`config.mk`:
```
export PLATFORM = sky130hd
export DESIGN_NAME = bnn_stream_core
export DESIGN_NICKNAME = d
export VERILOG_FILES = /design/src/rtl/bnn_stream_core.sv
export SDC_FILE = /design/constraint.sdc
export NUM_CORES = 1
export LEC_CHECK = 0
export BUFFER_PORTS_ARGS = -buffer_cell sky130_fd_sc_hd__buf_2
export CAP_MARGIN = 20
export CORE_MARGIN = 4
export CORE_UTILIZATION = 50
export CTS_CLUSTER_DIAMETER = 80
export CTS_CLUSTER_SIZE = 25
export DETAILED_ROUTE_END_ITERATION = 10
export PLACE_DENSITY_LB_ADDON = 0.15
export SYNTH_ARGS = -nofsm -noshare
export SYNTH_HDL_FRONTEND = slang
export SYNTH_SLANG_ARGS = --single-unit
```
`constraint.sdc`:
```
create_clock -name clk -period 4.2 [get_ports clk]
set_input_delay 1.05 -clock clk [delete_from_list [all_inputs] [get_ports clk]]
set_output_delay 1.05 -clock clk [all_outputs]
set_load 0.01 [all_outputs]
```
`src/rtl/bnn_stream_core.sv`:
```
// Two-layer binary neural network (XNOR-popcount + threshold) with valid/ready streaming
// and a nibble-serial runtime configuration port for all weights and thresholds.
module bnn_stream_core #(
  parameter int IN_W  = 8,
  parameter int N_HID = 4,
  parameter int N_OUT = 4
) (
  input  logic             clk,
  input  logic             rst_n,
  input  logic             in_valid,
  output logic             in_ready,
  input  logic [IN_W-1:0]  in_data,
  output logic             out_valid,
  input  logic             out_ready,
  output logic [N_OUT-1:0] out_data,
  input  logic             cfg_en,
  input  logic [3:0]       cfg_nib,
  output logic             cfg_done,
  output logic             busy
);

  localparam int TW1     = $clog2(IN_W + 1);
  localparam int TW2     = $clog2(N_HID + 1);
  localparam int WN1     = (IN_W + 3) / 4;
  localparam int WN2     = (N_HID + 3) / 4;
  localparam int TN1     = (TW1 + 3) / 4;
  localparam int TN2     = (TW2 + 3) / 4;
  localparam int REC1    = WN1 + TN1;
  localparam int REC2    = WN2 + TN2;
  localparam int REC_MAX = (REC1 > REC2) ? REC1 : REC2;
  localparam int SH_W    = 4 * REC_MAX;
  localparam int N_NEU   = N_HID + N_OUT;
  localparam int NIB_W   = $clog2(REC_MAX + 1);
  localparam int NEU_W   = $clog2(N_NEU);

  typedef enum logic [2:0] {S_IDLE, S_CFG, S_L1, S_L2, S_OUT} state_e;

  state_e               state_q, state_d;
  logic [NIB_W-1:0]     nib_q, nib_d;
  logic [NEU_W-1:0]     neu_q, neu_d;
  logic [SH_W-1:0]      shadow_q, rec_full;
  logic                 cfg_done_q;
  logic [IN_W-1:0]      in_q;
  logic [N_HID-1:0]     hid_q, hid_d;
  logic [N_OUT-1:0]     out_q, out_d;

  logic [IN_W-1:0]      w1_q [N_HID];
  logic [TW1-1:0]       t1_q [N_HID];
  logic [N_HID-1:0]     w2_q [N_OUT];
  logic [TW2-1:0]       t2_q [N_OUT];

  logic in_l2, rec_last, cfg_last, cfg_take, accept;

  function automatic logic [TW1-1:0] pop1(input logic [IN_W-1:0] v);
    logic [TW1-1:0] c;
    c = '0;
    for (int i = 0; i < IN_W; i++) c = c + TW1'(v[i]);
    return c;
  endfunction

  function automatic logic [TW2-1:0] pop2(input logic [N_HID-1:0] v);
    logic [TW2-1:0] c;
    c = '0;
    for (int i = 0; i < N_HID; i++) c = c + TW2'(v[i]);
    return c;
  endfunction

  assign in_l2    = (neu_q >= NEU_W'(N_HID));
  assign rec_last = in_l2 ? (nib_q == NIB_W'(REC2 - 1)) : (nib_q == NIB_W'(REC1 - 1));
  assign cfg_last = rec_last && (neu_q == NEU_W'(N_NEU - 1));
  // The nibble presented on the IDLE->CFG edge is the first nibble of the stream.
  assign cfg_take = cfg_en && ((state_q == S_IDLE) || (state_q == S_CFG));
  assign in_ready = (state_q == S_IDLE) && !cfg_en;
  assign accept   = in_valid && in_ready;

  // NOTE: every variable written in always_comb gets a default first, so no path infers a latch.
  always_comb begin
    rec_full = shadow_q;
    rec_full[4*nib_q +: 4] = cfg_nib;
  end

  always_comb begin
    state_d = state_q;
    nib_d   = nib_q;
    neu_d   = neu_q;
    unique case (state_q)
      S_IDLE: begin
        if (cfg_en)      state_d = cfg_last ? S_IDLE : S_CFG;
        else if (accept) state_d = S_L1;
      end
      S_CFG:   if (cfg_en && cfg_last) state_d = S_IDLE;
      S_L1:    state_d = S_L2;
      S_L2:    state_d = S_OUT;
      S_OUT:   if (out_ready) state_d = S_IDLE;
      default: state_d = S_IDLE;
    endcase
    if (cfg_take) begin
      if (cfg_last) begin
        nib_d = '0;
        neu_d = '0;
      end else if (rec_last) begin
        nib_d = '0;
        neu_d = neu_q + NEU_W'(1);
      end else begin
        nib_d = nib_q + NIB_W'(1);
      end
    end
  end

  always_comb begin
    hid_d = '0;
    out_d = '0;
    for (int n = 0; n < N_HID; n++) hid_d[n] = (pop1(~(in_q ^ w1_q[n])) >= t1_q[n]);
    for (int k = 0; k < N_OUT; k++) out_d[k] = (pop2(~(hid_q ^ w2_q[k])) >= t2_q[k]);
  end

  // NOTE: sequential state uses non-blocking assignments so all registers update from pre-edge values.
  always_ff @(posedge clk or negedge rst_n) begin
    if (!rst_n) begin
      state_q    <= S_IDLE;
      nib_q      <= '0;
      neu_q      <= '0;
      shadow_q   <= '0;
      cfg_done_q <= 1'b0;
      in_q       <= '0;
      hid_q      <= '0;
      out_q      <= '0;
    end else begin
      state_q    <= state_d;
      nib_q      <= nib_d;
      neu_q      <= neu_d;
      cfg_done_q <= cfg_take && cfg_last;
      if (cfg_take)          shadow_q <= rec_full;
      if (accept)            in_q     <= in_data;
      if (state_q == S_L1)   hid_q    <= hid_d;
      if (state_q == S_L2)   out_q    <= out_d;
    end
  end

  // NOTE: the weight/threshold arrays are reset explicitly: a reset must leave every neuron firing.
  always_ff @(posedge clk or negedge rst_n) begin
    if (!rst_n) begin
      for (int n = 0; n < N_HID; n++) begin
        w1_q[n] <= '0;
        t1_q[n] <= '0;
      end
      for (int k = 0; k < N_OUT; k++) begin
        w2_q[k] <= '0;
        t2_q[k] <= '0;
      end
    end else if (cfg_take && rec_last) begin
      // Weight and threshold commit together from the completed record.
      for (int n = 0; n < N_HID; n++) begin
        if (neu_q == NEU_W'(n)) begin
          w1_q[n] <= rec_full[IN_W-1:0];
          t1_q[n] <= rec_full[4*WN1 +: TW1];
        end
      end
      for (int k = 0; k < N_OUT; k++) begin
        if (neu_q == NEU_W'(N_HID + k)) begin
          w2_q[k] <= rec_full[N_HID-1:0];
          t2_q[k] <= rec_full[4*WN2 +: TW2];
        end
      end
    end
  end

  assign out_valid = (state_q == S_OUT);
  assign out_data  = out_q;
  assign cfg_done  = cfg_done_q;
  assign busy      = (state_q != S_IDLE);

endmodule

```
==> flow_metrics.py, run 1 <==
metrics = {
    "global_routing": {
        "track_usage_pct": 20.8,
        "grt_pass1_wl_mm": 23.1,
        "grt_max_degree": 70,
        "antenna_found_initial": 0,
        "grt-ovfl-total": 0,
        "grt_pass1_vias": 4531,
    },
    "floorplanning": {
        "dieArea_um2": 14600,
        "start_util_pct": 50.8,
        "die_h_um": 121,
        "fp.coreArea_um2": 12600,
        "num_rows": 41,
        "ios": 25,
        "die-width_um": 121,
    },
    "min_path": {
        "worst_hold_path.endpoint": "out_data[1]",
        "hold_depth": 2,
        "worstHoldStart": "out_data[1]",
        "hold_class": "flop to flop",
    },
    "outcome": {
        "status": "complete, no violations",
    },
    "timing": {
        "fin_crit_sh_pct": 93.7,
        "tightest_slew_ns": 0.983,
        "maxSlewHeadroom_pct": 34.2,
        "finalSetupViolCount": 0,
        "report.final.slew_viol_count": 0,
        "tns_ns": 0,
        "min_period_ns": 3.93,
        "hold_slack_ns": 0.474,
        "finalHoldViolCount": 0,
        "rsz0062_at_grt": "no",
        "fmax_ghz": 0.254,
        "clock_skew_ns": 0.00535,
        "fin_ws_ns": 0.266,
    },
    "worst_setup_path": {
        "rrSetupSlack_ns": 0.27,
        "reg2reg_from": "in_q[0]",
        "cp_max_fo": 5,
        "crit_arrival_ns": 4.19,
        "worstRegToRegCells": 13,
        "timing.rr.end": "hid_q[3]",
        "endpoint_kind": "flop",
        "crit_start": "in_q[0]",
        "start_kind": "flop",
        "crit_type": "flop to flop",
        "cp.required_ns": 4.45,
    },
    "finish": {
        "fill_cells": 1101,
        "fin_cells": 827,
        "antenna_cells": 0,
        "finalNetCount": 737,
        "drive_gt1_share_pct": 11.9,
        "area_delta_synth_final_pct": 13.5,
    },
    "placed_design": {
        "dp.cells": 795,
        "place_ws_ns": 0.254,
        "dpl.hpwl_mm": 9.72,
        "routabilityCongestion": 0.831,
        "port_buffers": 24,
    },
    "clock_tree": {
        "path_clk_slew_ns": 0.05,
        "clockRootBuffer": "clkbuf_16",
        "clock_path_buffers": 2,
        "cts_hold_buf": 0,
        "clock_latency_ns": 0.41,
        "tritoncts": "yes",
        "post_cts_buffers": 0,
        "post_cts_resized": 0,
        "cts_inserted_buffers": 17,
        "htree_levels": 4,
        "clock_sinks": 113,
    },
    "routing": {
        "vias": 4253,
        "route.detailed.drc": 0,
        "first_pass_iters": 4,
        "drt_iter0_drc": 228,
        "drt_wl_total_mm": 13.5,
        "ant_nets": 0,
        "viasPerCell": 5.14,
        "routedWlPerCell_um": 16.3,
    },
    "logic_synthesis": {
        "synth-xor-area-share_pct": 7.13,
        "synthesis.nets": 722,
        "syn_area_per_cell_um2": 10.2,
        "synth_top_family_by_area": "adder cells",
        "synth_compound_area_share_pct": 11.6,
        "synth_fa_ha_area_share_pct": 17.6,
        "synth-simple-area-share_pct": 11.5,
        "synth_mux_area_share_pct": 2.41,
        "synthCells": 627,
        "synth-seq-cells": 113,
        "yosys_warnings": 0,
        "syn_area_um2": 6390,
        "synth-seq-area-share_pct": 44.3,
        "synth_cell_types": 37,
    },
    "flow_run": {
        "cap_violations": 0,
    },
}
==> cell usage in the layout (no fill, tap or decap), types with 9 or more instances in the layout <==
cell	count
clkbuf_16	17
mux2_2	11
ha_1	58
nor2_1	44
o21ai_0	61
nor2b_1	14
nand2_1	62
buf_2	23
xnor2_1	40
nand2b_1	9
a21oi_1	51
a31oi_1	9
fa_1	20
xor2_1	12
inv_1	47
dfrtp_1	113
==> critical path, cell delays in order, from the launching register on <==
cell	delay, ns
dfrtp_1	0.46
xnor2_1	0.18
fa_1	0.55
inv_1	0.06
fa_1	0.52
inv_1	0.06
fa_1	0.49
ha_1	0.24
fa_1	0.38
xor2_1	0.17
ha_1	0.20
a211o_1	0.27
a21oi_1	0.12
a21oi_1	0.08
==> state kept, by name, summed over array words and instances, names as in the netlist <==
signal    flops
w1_q         32
t1_q         16
w2_q         16
shadow_q     12
t2_q         12
in_q          8
hid_q         4
out_data      4
neu_q         3
state_q       3
nib_q         2
cfg_done      1
==> cells in the mapped netlist, drive strengths merged <==
cell type  count  area [µm²]
and3b          1        8.76
nand2         62         233
nor4bb         3        30.0
a31oi          9        56.3
nand3          3        15.0
a21oi         51         255
xnor2         40         350
ha            58         726
nand2b        10        70.1
nor2b         14        87.6
xor2          12         105
a2111oi        1        8.76
o21a           4        30.0
nor3b          5        58.8
a21o           4        30.0
or3            1        11.3
o21ai         61         305
and4b          1        10.0
clkbuf        16        60.1
fa            20         400
mux2          11         124
inv           47         176
nand3b         1        7.51
mux2i          3        30.0
buf           19         111
dfrtp        113        2830
and3           3        18.8
o211ai         3        22.5
and2b          1        7.51
a211o          4        35.0
nor3           2        10.0
nor2          44         165
==> kinds of logic (layout without fill, tap and decap cells) <==
| family | after synthesis | after routing |
|---|---|---|
| DFF | 113 | 113 |
| xor gates and xnor gates | 52 | 52 |
| and+or+nand+nor | 151 | 151 |
| AOI/OAI and AO/OA | 137 | 137 |
| adders and majority gates | 78 | 78 |
| muxes | 14 | 14 |
| buffers and inverters | 82 | 110 |
==> layer usage <==
metal | up-vias | global-route usage, % | routed length (µm)
met4 | 0 | 7.72 | 278
met5 | - | 0 | 0
met3 | 22 | 4.99 | 456
li1 | 2104 | - | -
met2 | 60 | 33.3 | 6450
met1 | 2067 | 27.5 | 6300
==> final cells by class <==
type / instances / area [µm²] / share of cell area, %
repair buffers: 31 / 188 / 2.59
clock buffers: 19 / 443 / 6.11
clock inverters: 13 / 185 / 2.56
well taps: 172 / 215 / 2.97
multi-input cells: 432 / 3210 / 44.3
inverters: 47 / 176 / 2.43
flip-flops and latches: 113 / 2830 / 39.0
==> worst max path at each step <==
| stage | slack [ns] | depth (start not counted) | endpoint |
|---|---|---|---|
| 2_1_floorplan | 0.40 | 14 | hid_q[3] |
| 3_3_place_gp | 0.33 | 13 | hid_q[3] |
| 3_5_place_dp | 0.25 | 13 | hid_q[3] |
| 4_1_cts | 0.25 | 13 | hid_q[3] |
| 5_1_grt | 0.05 | 13 | hid_q[3] |
| 6_report | 0.27 | 13 | hid_q[3] |
==> per-stage QoR <==
stage,utilization (%),cell area [µm²]
3_3_place_gp,52.7,6620
4_1_cts,57.7,7250
6_report,57.7,7250
2_1_floorplan,-,6390
3_5_place_dp,52.7,6620
5_1_grt,57.7,7250
Power of run 1 is left out: the tool's default activity adds up to more than one toggle a clock period on the data nets, which glitch-free logic cannot reach.
==> inputs of run 2 (changes only) <==
--- a/config.mk
+++ b/config.mk
@@ -5,13 +5,14 @@
 export SDC_FILE = /design/constraint.sdc
 export NUM_CORES = 1
 export LEC_CHECK = 0
-export BUFFER_PORTS_ARGS = -buffer_cell sky130_fd_sc_hd__buf_2
 export CAP_MARGIN = 20
+export CORE_ASPECT_RATIO = 1.5
 export CORE_MARGIN = 4
 export CORE_UTILIZATION = 50
 export CTS_CLUSTER_DIAMETER = 80
 export CTS_CLUSTER_SIZE = 25
 export DETAILED_ROUTE_END_ITERATION = 10
+export DONT_BUFFER_PORTS = 1
 export PLACE_DENSITY_LB_ADDON = 0.15
 export SYNTH_ARGS = -nofsm -noshare
 export SYNTH_HDL_FRONTEND = slang
==> run 2 against run 1 <==
Sequential share of layout area increased by 0.69 points. Non-clock buffer count decreased by 25. Fmax is 0.18% higher. Core utilization down 0.74 points. Worst setup slack better by 0.0069 ns. Sequential cell count did not move. First-iteration DRC count shrank 35%. Final cell count down 5.1%. Routed wire length grew 2.2%. Critical path depth unchanged. Final area decreased by 1.7%. Die area grew 0.25%. Critical endpoint is now hid_q[1]. Highest routed layer unchanged.
==> flow_metrics.py, run 2 (synthesis results as in run 1) <==
metrics = {
    "min_path": {
        "hold_class": "input port to asynchronous set/reset pin",
    },
    "placed_design": {
        "place_ws_ns": 0.216,
        "port_buffers": 0,
        "dpl.hpwl_mm": 10.1,
        "routabilityCongestion": 0.807,
    },
    "routing": {
        "ant_nets": 0,
        "routedWlPerCell_um": 17.6,
        "viasPerCell": 5.30,
        "vias": 4159,
        "drt_wl_total_mm": 13.8,
        "first_pass_iters": 4,
        "drt_iter0_drc": 149,
        "route.detailed.drc": 0,
    },
    "timing": {
        "min_period_ns": 3.93,
        "fmax_ghz": 0.255,
        "finalHoldViolCount": 0,
        "clock_skew_ns": 0.00851,
        "report.final.slew_viol_count": 0,
        "tightest_slew_ns": 1.08,
        "tns_ns": 0,
        "finalSetupViolCount": 0,
        "maxSlewHeadroom_pct": 27.7,
        "fin_ws_ns": 0.273,
        "fin_crit_sh_pct": 93.5,
        "rsz0062_at_grt": "no",
    },
    "global_routing": {
        "antenna_found_initial": 0,
        "grt-ovfl-total": 0,
        "grt_max_degree": 114,
        "grt_pass1_wl_mm": 22.6,
        "track_usage_pct": 20.3,
        "grt_pass1_vias": 4365,
    },
    "worst_setup_path": {
        "path_buf_inv": 2,
        "crit_type": "flop to flop",
        "reg2reg_from": "in_q[0]",
        "crit_arrival_ns": 4.18,
        "path_cells": "xnor2_1, fa_1, inv_1, fa_1, inv_1, fa_1, ha_1, fa_1, xor2_1, ha_1, a211o_1, a21oi_1, a21oi_1",
        "rrSetupSlack_ns": 0.27,
        "worstRegToRegCells": 13,
        "cp_max_fo": 5,
        "cpMostUsedCell": "fa_1",
        "crit_family": "adder cells",
        "endpoint_kind": "flop",
        "start_kind": "flop",
        "timing.rr.end": "hid_q[1]",
        "crit_slowest_cell": "fa_1",
        "cp.required_ns": 4.46,
        "max_stage_delay_ns": 0.55,
    },
    "finish": {
        "layout_common_cells": "dfrtp_1 (113), nand2_1 (62), o21ai_0 (61)",
        "finalNetCount": 712,
        "area_delta_synth_final_pct": 11.5,
        "drive_gt1_share_pct": 8.27,
        "final_common_cell": "dfrtp_1",
        "antenna_cells": 0,
        "reg.largest.list": "w1_q (32), t1_q (16), w2_q (16)",
        "largest_reg_flops": 32,
        "fill_cells": 1152,
        "largest_register": "w1_q",
    },
    "clock_tree": {
        "clock_sinks": 113,
        "post_cts_resized": 0,
        "post_cts_buffers": 0,
        "clock_latency_ns": 0.41,
        "path_clk_slew_ns": 0.05,
        "cts_hold_buf": 0,
        "tritoncts": "yes",
        "cts_inserted_buffers": 17,
        "clock_path_buffers": 2,
        "htree_levels": 4,
        "clockRootBuffer": "clkbuf_16",
    },
    "floorplanning": {
        "dieArea_um2": 14700,
        "fp.coreArea_um2": 12500,
        "die_h_um": 146,
        "die-width_um": 100,
        "num_rows": 50,
        "start_util_pct": 51.1,
        "ios": 25,
    },
    "outcome": {
        "status": "complete, no violations",
    },
    "flow_run": {
        "cap_violations": 0,
    },
}
==> run 2: cell types whose count changed in the layout (fill, tap and decap cells not counted), sizes merged <==
cell      delta
buf         -26
clkinvlp     -5
bufinv       +2
clkbuf       +2
clkinv       +2
inv          -1
==> run 2: layout make-up <==
class / count / area [µm²] / area share [%]
inverters: 47 / 176 / 2.48
clock buffers: 20 / 457 / 6.41
multi-input cells: 432 / 3210 / 45.1
repair buffers: 6 / 45.0 / 0.632
flip-flops and latches: 113 / 2830 / 39.7
clock inverters: 11 / 209 / 2.93
well taps: 156 / 195 / 2.74
==> run 2: routing by layer <==
layer	vias up	global-route usage, %	wire [µm]
met1	2026	23.4	5570
met5	-	0	0
met3	21	3.49	395
met4	0	8.16	270
met2	63	36.8	7540
li1	2049	-	-
==> run 2: worst register-to-register path: stages, from the launching register on <==
cell and delay, ns:
dfrtp_1 0.44, xnor2_1 0.19, fa_1 0.55, inv_1 0.05, fa_1 0.53, inv_1 0.06, fa_1 0.47, ha_1 0.24
fa_1 0.39, xor2_1 0.16, ha_1 0.20, a211o_1 0.27, a21oi_1 0.14, a21oi_1 0.09
==> run 2: worst max-delay path by stage <==
stage                     startpoint  slack (ns)        to  cells after the start
after CTS                    in_q[0]        0.23  hid_q[1]                     13
after global routing         in_q[0]        0.09  hid_q[3]                     13
final                        in_q[0]        0.27  hid_q[1]                     13
after global placement       in_q[0]        0.30  hid_q[1]                     13
after floorplan              in_q[0]        0.40  hid_q[3]                     14
after detailed placement     in_q[0]        0.22  hid_q[1]                     13
==> run 2: stage by stage <==
stage | area [µm²] | util [%] | instances | hold slack [ns]
6_report | 7120 | 56.9 | 785 | 0.328
5_1_grt | 7120 | 56.9 | 785 | 0.311
4_1_cts | 7110 | 56.9 | 784 | 0.314
3_5_place_dp | 6450 | 51.5 | 753 | 0.471
3_3_place_gp | 6430 | 51.4 | 751 | 0.466
2_1_floorplan | 6390 | - | 627 | 0.450
Power of run 2 is left out for the same reason.
==> inputs of run 3 (changes only) <==
--- a/config.mk
+++ b/config.mk
@@ -8,7 +8,7 @@
 export CAP_MARGIN = 20
 export CORE_ASPECT_RATIO = 1.5
 export CORE_MARGIN = 4
-export CORE_UTILIZATION = 50
+export CORE_UTILIZATION = 40
 export CTS_CLUSTER_DIAMETER = 80
 export CTS_CLUSTER_SIZE = 25
 export DETAILED_ROUTE_END_ITERATION = 10
==> run 3 against run 2 <==
Clock-buffer cell count is 1 lower. Die area is 23% higher. Sequential share of layout area is 0.45 points lower. Critical path type unchanged.
==> flow_metrics.py, run 3 (synthesis results as in run 1) <==
metrics = {
    "finish": {
        "largest_reg_flops": 32,
        "multi_input_area_um2": 3210,
        "reg.largest.list": "w1_q (32), t1_q (16), w2_q (16)",
        "register_area_um2": 2830,
        "area_delta_synth_final_pct": 12.8,
        "final_common_cell": "dfrtp_1",
        "largest_register": "w1_q",
        "utilization_pct": 46.1,
        "fill_cells": 1448,
        "drive_gt1_share_pct": 8.43,
        "finalNetCount": 712,
        "antenna_cells": 0,
        "layout_common_cells": "dfrtp_1 (113), nand2_1 (62), o21ai_0 (61)",
    },
    "worst_setup_path": {
        "crit_arrival_ns": 4.22,
        "cp.required_ns": 4.46,
        "timing.rr.end": "hid_q[1]",
        "cp_max_fo": 5,
        "endpoint": "hid_q[1]",
        "endpoint_kind": "flop",
        "max_stage_delay_ns": 0.55,
        "worst-path-stages": 13,
        "crit_start": "in_q[0]",
        "path_cells": "xnor2_1, fa_1, inv_1, fa_1, inv_1, fa_1, ha_1, fa_1, xor2_1, ha_1, a211o_1, a21oi_1, a21oi_1",
        "crit_slowest_cell": "fa_1",
        "path_buf_inv": 2,
        "cpMostUsedCell": "fa_1",
        "crit_type": "flop to flop",
        "rrSetupSlack_ns": 0.24,
        "start_kind": "flop",
        "worstRegToRegCells": 13,
        "reg2reg_from": "in_q[0]",
        "crit_family": "adder cells",
    },
    "routing": {
        "routedWlPerCell_um": 16.5,
        "first_pass_iters": 4,
        "drt_wl_total_mm": 13.7,
        "ant_nets": 0,
        "vias": 4127,
        "viasPerCell": 4.96,
        "drt_iter0_drc": 137,
        "route.detailed.drc": 0,
    },
    "global_routing": {
        "grtUsageMet3_pct": 4.01,
        "track_usage_pct": 16.5,
        "grt_pass1_vias": 4342,
        "grt_util_met2_pct": 29.4,
        "busiest_layer": "met2",
        "grt_max_degree": 114,
        "grt_pass1_wl_mm": 22.8,
        "antenna_found_initial": 0,
        "grt-ovfl-total": 0,
        "grt_use_met1_pct": 18.5,
    },
    "min_path": {
        "hold_class": "input port to asynchronous set/reset pin",
    },
    "clock_tree": {
        "path_clk_slew_ns": 0.05,
        "cts_inserted_buffers": 17,
        "clock_latency_ns": 0.42,
        "cts_hold_buf": 0,
        "post_cts_resized": 0,
        "clock_sinks": 113,
        "htree_levels": 4,
        "tritoncts": "yes",
        "post_cts_buffers": 0,
        "clock_path_buffers": 2,
        "clockRootBuffer": "clkbuf_16",
    },
    "timing": {
        "finalHoldViolCount": 0,
        "tns_ns": 0,
        "fmax_ghz": 0.253,
        "maxSlewHeadroom_pct": 25.0,
        "fin_crit_sh_pct": 94.3,
        "hold_slack_ns": 0.330,
        "tightest_slew_ns": 1.12,
        "report.final.slew_viol_count": 0,
        "rsz0062_at_grt": "no",
        "min_period_ns": 3.96,
        "clock_skew_ns": 0.00866,
        "finalSetupViolCount": 0,
    },
    "floorplanning": {
        "ios": 25,
        "start_util_pct": 40.9,
        "num_rows": 56,
        "die-width_um": 111,
        "fp.coreArea_um2": 15600,
        "die_h_um": 163,
        "dieArea_um2": 18100,
    },
    "outcome": {
        "status": "complete, no violations",
    },
    "flow_run": {
        "cap_violations": 0,
    },
    "placed_design": {
        "routabilityCongestion": 0.822,
        "dpl.hpwl_mm": 10.0,
        "port_buffers": 0,
    },
}
run 3: cell types whose count changed in the layout (fill, tap and decap cells not counted), sizes merged:
cell,previous run,this run
buf,5,6
bufinv,6,7
clkbuf,21,19
run 3: metrics by stage:
step	worst slack, ns	instance area [µm²]	cells
after floorplan	0.395	6390	627
after detailed placement	0.203	6520	801
after global routing	0.0899	7200	832
after global placement	0.322	6520	801
after CTS	0.199	7200	832
final	0.241	7200	832
run 3: layout make-up:
type / instances / share of cell area, %
tap: 203 / 3.53
multi-input combinational: 432 / 44.6
clock inverter: 12 / 3.27
timing repair buffer: 6 / 0.625
sequential: 113 / 39.3
clock buffer: 19 / 6.29
inverter: 47 / 2.45
run 3: worst min path at each step:
| stage | endpoint | start | slack (ns) |
|---|---|---|---|
| finish | t1_q[9] | rst_n | 0.33 |
| global route | t1_q[10] | rst_n | 0.31 |
| CTS | w1_q[4] | rst_n | 0.31 |
| detailed placement | t1_q[9] | t1_q[9] | 0.47 |
| global placement | t2_q[2] | t2_q[2] | 0.47 |
| floorplan | t1_q[10] | t1_q[10] | 0.45 |
run 3: routing by layer:
layer / wire length (µm) / vias to the layer above
li1: - / 2053
met1: 5600 / 1995
met2: 7310 / 54
met3: 424 / 25
met4: 392 / 0
met5: 0 / -
Power of run 3 is left out for the same reason.
